==> config.mk <==
export PLATFORM = sky130hd
export DESIGN_NAME = mesi_rr_bus_arbiter
export DESIGN_NICKNAME = d
export VERILOG_FILES = /design/src/rtl/mesi_rr_bus_arbiter.sv
export SDC_FILE = /design/constraint.sdc
export NUM_CORES = 1
export LEC_CHECK = 0
export BUFFER_PORTS_ARGS = -buffer_cell sky130_fd_sc_hd__buf_2
export CAP_MARGIN = 20
export CORE_MARGIN = 4
export CORE_UTILIZATION = 50
export CTS_CLUSTER_SIZE = 30
export DETAILED_ROUTE_END_ITERATION = 7
export GPL_ROUTABILITY_DRIVEN = 0
export MAX_ROUTING_LAYER = met4
export PLACE_DENSITY = 0.72
export RECOVER_POWER = 50
export SETUP_SLACK_MARGIN = 0.02
export SYNTH_ARGS = -nofsm -noshare
export SYNTH_HDL_FRONTEND = slang
export SYNTH_SLANG_ARGS = --single-unit
export TNS_END_PERCENT = 100
==> constraint.sdc <==
create_clock -name clk -period 2.2 [get_ports clk]
set_input_delay 0.44 -clock clk [delete_from_list [all_inputs] [get_ports clk]]
set_output_delay 0.44 -clock clk [all_outputs]
set_load 0.005 [all_outputs]
==> src/rtl/mesi_rr_bus_arbiter.sv <==
// mesi_rr_bus_arbiter: round-robin bus arbiter for MESI cache cores with a per-tenure hold limit
module mesi_rr_bus_arbiter #(
  parameter int N_CORES  = 4,
  parameter int MAX_HOLD = 16,
  parameter int ID_W     = $clog2(N_CORES)
) (
  input  logic               clk,
  input  logic               rst,
  input  logic [N_CORES-1:0] req,
  input  logic [N_CORES-1:0] done,
  output logic [N_CORES-1:0] grant,
  output logic               grant_valid,
  output logic [ID_W-1:0]    grant_id,
  output logic               timeout
);
  localparam int HW = (MAX_HOLD > 2) ? $clog2(MAX_HOLD) : 1;
  typedef enum logic {IDLE, OWNED} state_t;
  state_t             state_q, state_d;
  logic [ID_W-1:0]    ptr_q, ptr_d, grant_id_q, grant_id_d, win_id, idx;
  logic [N_CORES-1:0] grant_q, grant_d;
  logic               grant_valid_q, grant_valid_d, timeout_q, timeout_d;
  logic [HW-1:0]      hold_q, hold_d;
  logic               at_limit, rel;
  // pick the first requester at or above ptr (scan runs far-to-near so the nearest wins)
  always_comb begin
    win_id = '0;
    idx = '0;
    for (int k = N_CORES-1; k >= 0; k--) begin
      idx = ID_W'((int'(ptr_q) + k) % N_CORES);
      if (req[idx]) win_id = idx;
    end
  end
  assign at_limit = hold_q == HW'(MAX_HOLD-1);
  assign rel      = done[grant_id_q] | ~req[grant_id_q] | at_limit;
  // next-state: grant from IDLE, release from OWNED with a forced idle turnaround
  always_comb begin
    state_d       = state_q;
    ptr_d         = ptr_q;
    grant_d       = grant_q;
    grant_id_d    = grant_id_q;
    grant_valid_d = grant_valid_q;
    hold_d        = hold_q;
    timeout_d     = 1'b0;
    if (state_q == IDLE) begin
      if (|req) begin
        state_d       = OWNED;
        grant_d       = N_CORES'(1) << win_id;
        grant_id_d    = win_id;
        grant_valid_d = 1'b1;
        hold_d        = '0;
      end
    end else if (rel) begin
      state_d       = IDLE;
      grant_d       = '0;
      grant_id_d    = '0;
      grant_valid_d = 1'b0;
      hold_d        = '0;
      ptr_d         = (int'(grant_id_q) == N_CORES-1) ? '0 : grant_id_q + 1'b1;
      timeout_d     = at_limit & ~done[grant_id_q] & req[grant_id_q];
    end else begin
      hold_d = hold_q + 1'b1;
    end
  end
  // state and output registers
  always_ff @(posedge clk or posedge rst) begin
    if (rst) begin
      state_q       <= IDLE;
      ptr_q         <= '0;
      grant_q       <= '0;
      grant_id_q    <= '0;
      grant_valid_q <= 1'b0;
      hold_q        <= '0;
      timeout_q     <= 1'b0;
    end else begin
      state_q       <= state_d;
      ptr_q         <= ptr_d;
      grant_q       <= grant_d;
      grant_id_q    <= grant_id_d;
      grant_valid_q <= grant_valid_d;
      hold_q        <= hold_d;
      timeout_q     <= timeout_d;
    end
  end
  assign grant       = grant_q;
  assign grant_valid = grant_valid_q;
  assign grant_id    = grant_id_q;
  assign timeout     = timeout_q;
endmodule
==> impl_metrics.toml <==
[outcome]
status = "finished, final reports clean"

[clock_tree]
post_cts_resized = 0
clock_tree.buffer_depth = 2
cts-root-buf = "clkbuf_4"
cts_made_buffers = 3
tritoncts = "built"
clk_latency_ns = 0.27
clk_pin_slew_ns = 0.08
htreeDepth = 1
post_cts_buffers = 0
cts.sinks = 15
holdBufCountCts = 0

[placement]
port_buffers = 17
dp.cells = 99
hpwl_mm = 1.13

[die]
core-area_mm2 = 0.00137
fp.dieH_um = 47.2
dieArea_mm2 = 0.00222
die_x_um = 47.2
initial_core_util_pct = 56.1
rows = 13
ios = 18

[setup_path]
end_kind = "register"
required_ns = 2.36
slowest_delay_ns = 0.59
rr_worst_depth = 3
crit_type = "reg2reg"
crit_slowest_cell = "mux4_2"
start_kind = "register"
crit_chain = "mux4_2, a21o_1, mux2_4"
path_max_fanout = 6
cp_data_arrival_time_ns = 1.85
regToRegEndpoint = "ptr_q[1]$_DFFE_PP0P_"
r2r_start = "grant_id[1]$_DFFE_PP0P_"
reg2reg_slack_ns = 0.52

[final_layout]
final_layout_size_suffix_gt1_share_pct = 27.3
regArea_um2 = 375
final_cells = 103
final_cell_mix = "dfrtp_1, buf_2, nor2b_1"
antenna_cells = 0
utilization_pct = 65.4
multiInputGateArea_um2 = 377
nets = 101
layout_commonest_cell = "dfrtp_1"
synthToLayoutAreaGrowth_pct = 16.5
n_fill_cell = 121

[yosys]
ys_ff_latch = 15
synth-xor-area-share_pct = 1.14
synth_cell_types = 27
synth_top_family_by_area = "compound AO/OA/AOI/OAI gates"
syn-cell-area_um2 = 767
synthMuxAreaShare_pct = 9.62
yosysSeqAreaShare_pct = 48.9
synthCells = 67
synthSimpleGateAreaFrac_pct = 15.0
yosys.area.top_type = "dfrtp_1"
synth_nets = 79
synth_top_area_share_pct = 48.9
syn_avg_cell_area_um2 = 11.4
synth_warnings = 0
synth_fa_ha_area_share_pct = 3.26
synth_compound_area_share_pct = 20.1
synth.area.top_cells = "dfrtp_1, nor2b_1, a22o_1"

[grt]
met3_usage_pct = 2.30
antenna_found_initial = 0
grt_pass1_vias = 534
grt_first_pass_wirelength_mm = 2.37
busiest_layer = "met2"
grt_max_degree = 16
use_met2_pct = 22.5
grt_util_met1_pct = 22.0
grt_use_total_pct = 16.2
grt_overflow_total = 0

[sta]
fin_crit_sh_pct = 76.6
max_freq_ghz = 0.594
finalCriticalPeriod_ns = 1.68
slew_violations = 0
setup_violations = 0
worstMarginPinSlew_ns = 0.560
maxSlewHeadroom_pct = 62.6
hold_violations = 0
clock-skew-final_ns = 0.00158
rsz0062_at_grt = "false"
final.setup.tns_ns = 0

[power]
p_per_area_mw_per_mm2 = 1080
peakVddDrop_mv = 0.589
p_leak_uw = 0.000442

[detailed_routing]
via_per_inst = 5.80
drc_errors = 0
initialDrtViolationCount = 8
vias = 597
drt-total-wl_mm = 1.45
drtAntennaViolNets = 0
firstDrtPassIters = 4
wl_per_cell_um = 14.1

[job]
drv_cap = 0

[worst_hold_path]
min_path_type = "in2async"
## kinds of logic after synthesis
logic type,after synthesis
compound gates,19
simple gates,21
buf+inv,4
xor+xnor,1
mux,5
fa+ha+maj,2
flops,15
## synth_stat cells
master	number
dfrtp_1	15
and2_0	1
nor4_1	2
or2_2	1
nand2_1	1
o311a_1	1
a21boi_0	1
inv_1	4
o21a_1	1
a32o_1	2
xnor2_1	1
a21o_1	2
a31o_2	2
a21oi_1	1
mux4_2	1
mux2i_1	1
nor2_1	4
ha_1	2
nor2b_1	8
o31ai_1	1
o21bai_1	1
and3_1	1
a22o_1	5
mux2_2	1
a31oi_1	2
mux2_4	2
nand3_1	3
## flip-flops by register name (all words and copies together) (netlist names)
| signal | flops |
|---|---|
| hold_q | 4 |
| state_q | 1 |
| grant_id | 2 |
| grant | 4 |
| grant_valid | 1 |
| ptr_q | 2 |
| timeout | 1 |
## worst max-delay path by stage
stage	start	slack (ns)	cells after the start	endpoint
after floorplan	req[3]	0.50	4	ptr_q[0]$_DFFE_PP0P_
after global routing	grant_id[1]$_DFFE_PP0P_	0.45	3	ptr_q[1]$_DFFE_PP0P_
final	grant_id[1]$_DFFE_PP0P_	0.52	3	ptr_q[1]$_DFFE_PP0P_
after detailed placement	req[3]	0.29	5	ptr_q[0]$_DFFE_PP0P_
after global placement	req[3]	0.31	5	ptr_q[1]$_DFFE_PP0P_
after CTS	grant_id[1]$_DFFE_PP0P_	0.49	3	ptr_q[1]$_DFFE_PP0P_
## stage by stage
step	setup WS (ns)	area, µm²	hold WS, ns	total power [µW]
after floorplan	0.504	767	0.341	707
after global placement	0.307	871	0.469	827
after detailed placement	0.292	871	0.475	831
after CTS	0.487	897	0.222	986
after global routing	0.455	893	0.237	1050
final	0.515	893	0.203	969
## power breakdown
part	leakage [µW]	internal, µW	switching (µW)
Combinational	0.000231	206	167
Sequential	0.000196	362	83.8
Clock	0.0000150	70.2	80.4
Total	0.000442	637	332
## routing by layer
metal	routed length [µm]	share of wire, %
met1	714	49
met2	632	44
met3	81	5.6
met4	23	1.6
met5	0	0
## critical path, delay by kind of cell (launching register included)
| kind | cells | cell delay (ns) |
|---|---|---|
| flops | 1 | 0.44 |
| mux | 2 | 0.90 |
| compound gates | 1 | 0.24 |
## area by class of cell
cell class                      count  share of cell area [%]
Multi-Input combinational cell     48                    42.2
Sequential cell                    15                    42.0
Timing Repair Buffer               17                    9.10
Clock buffer                        4                    2.94
Tap cell                           15                    2.10
Inverter                            4                    1.68
Note: power is estimated with default switching activity, not from simulation.
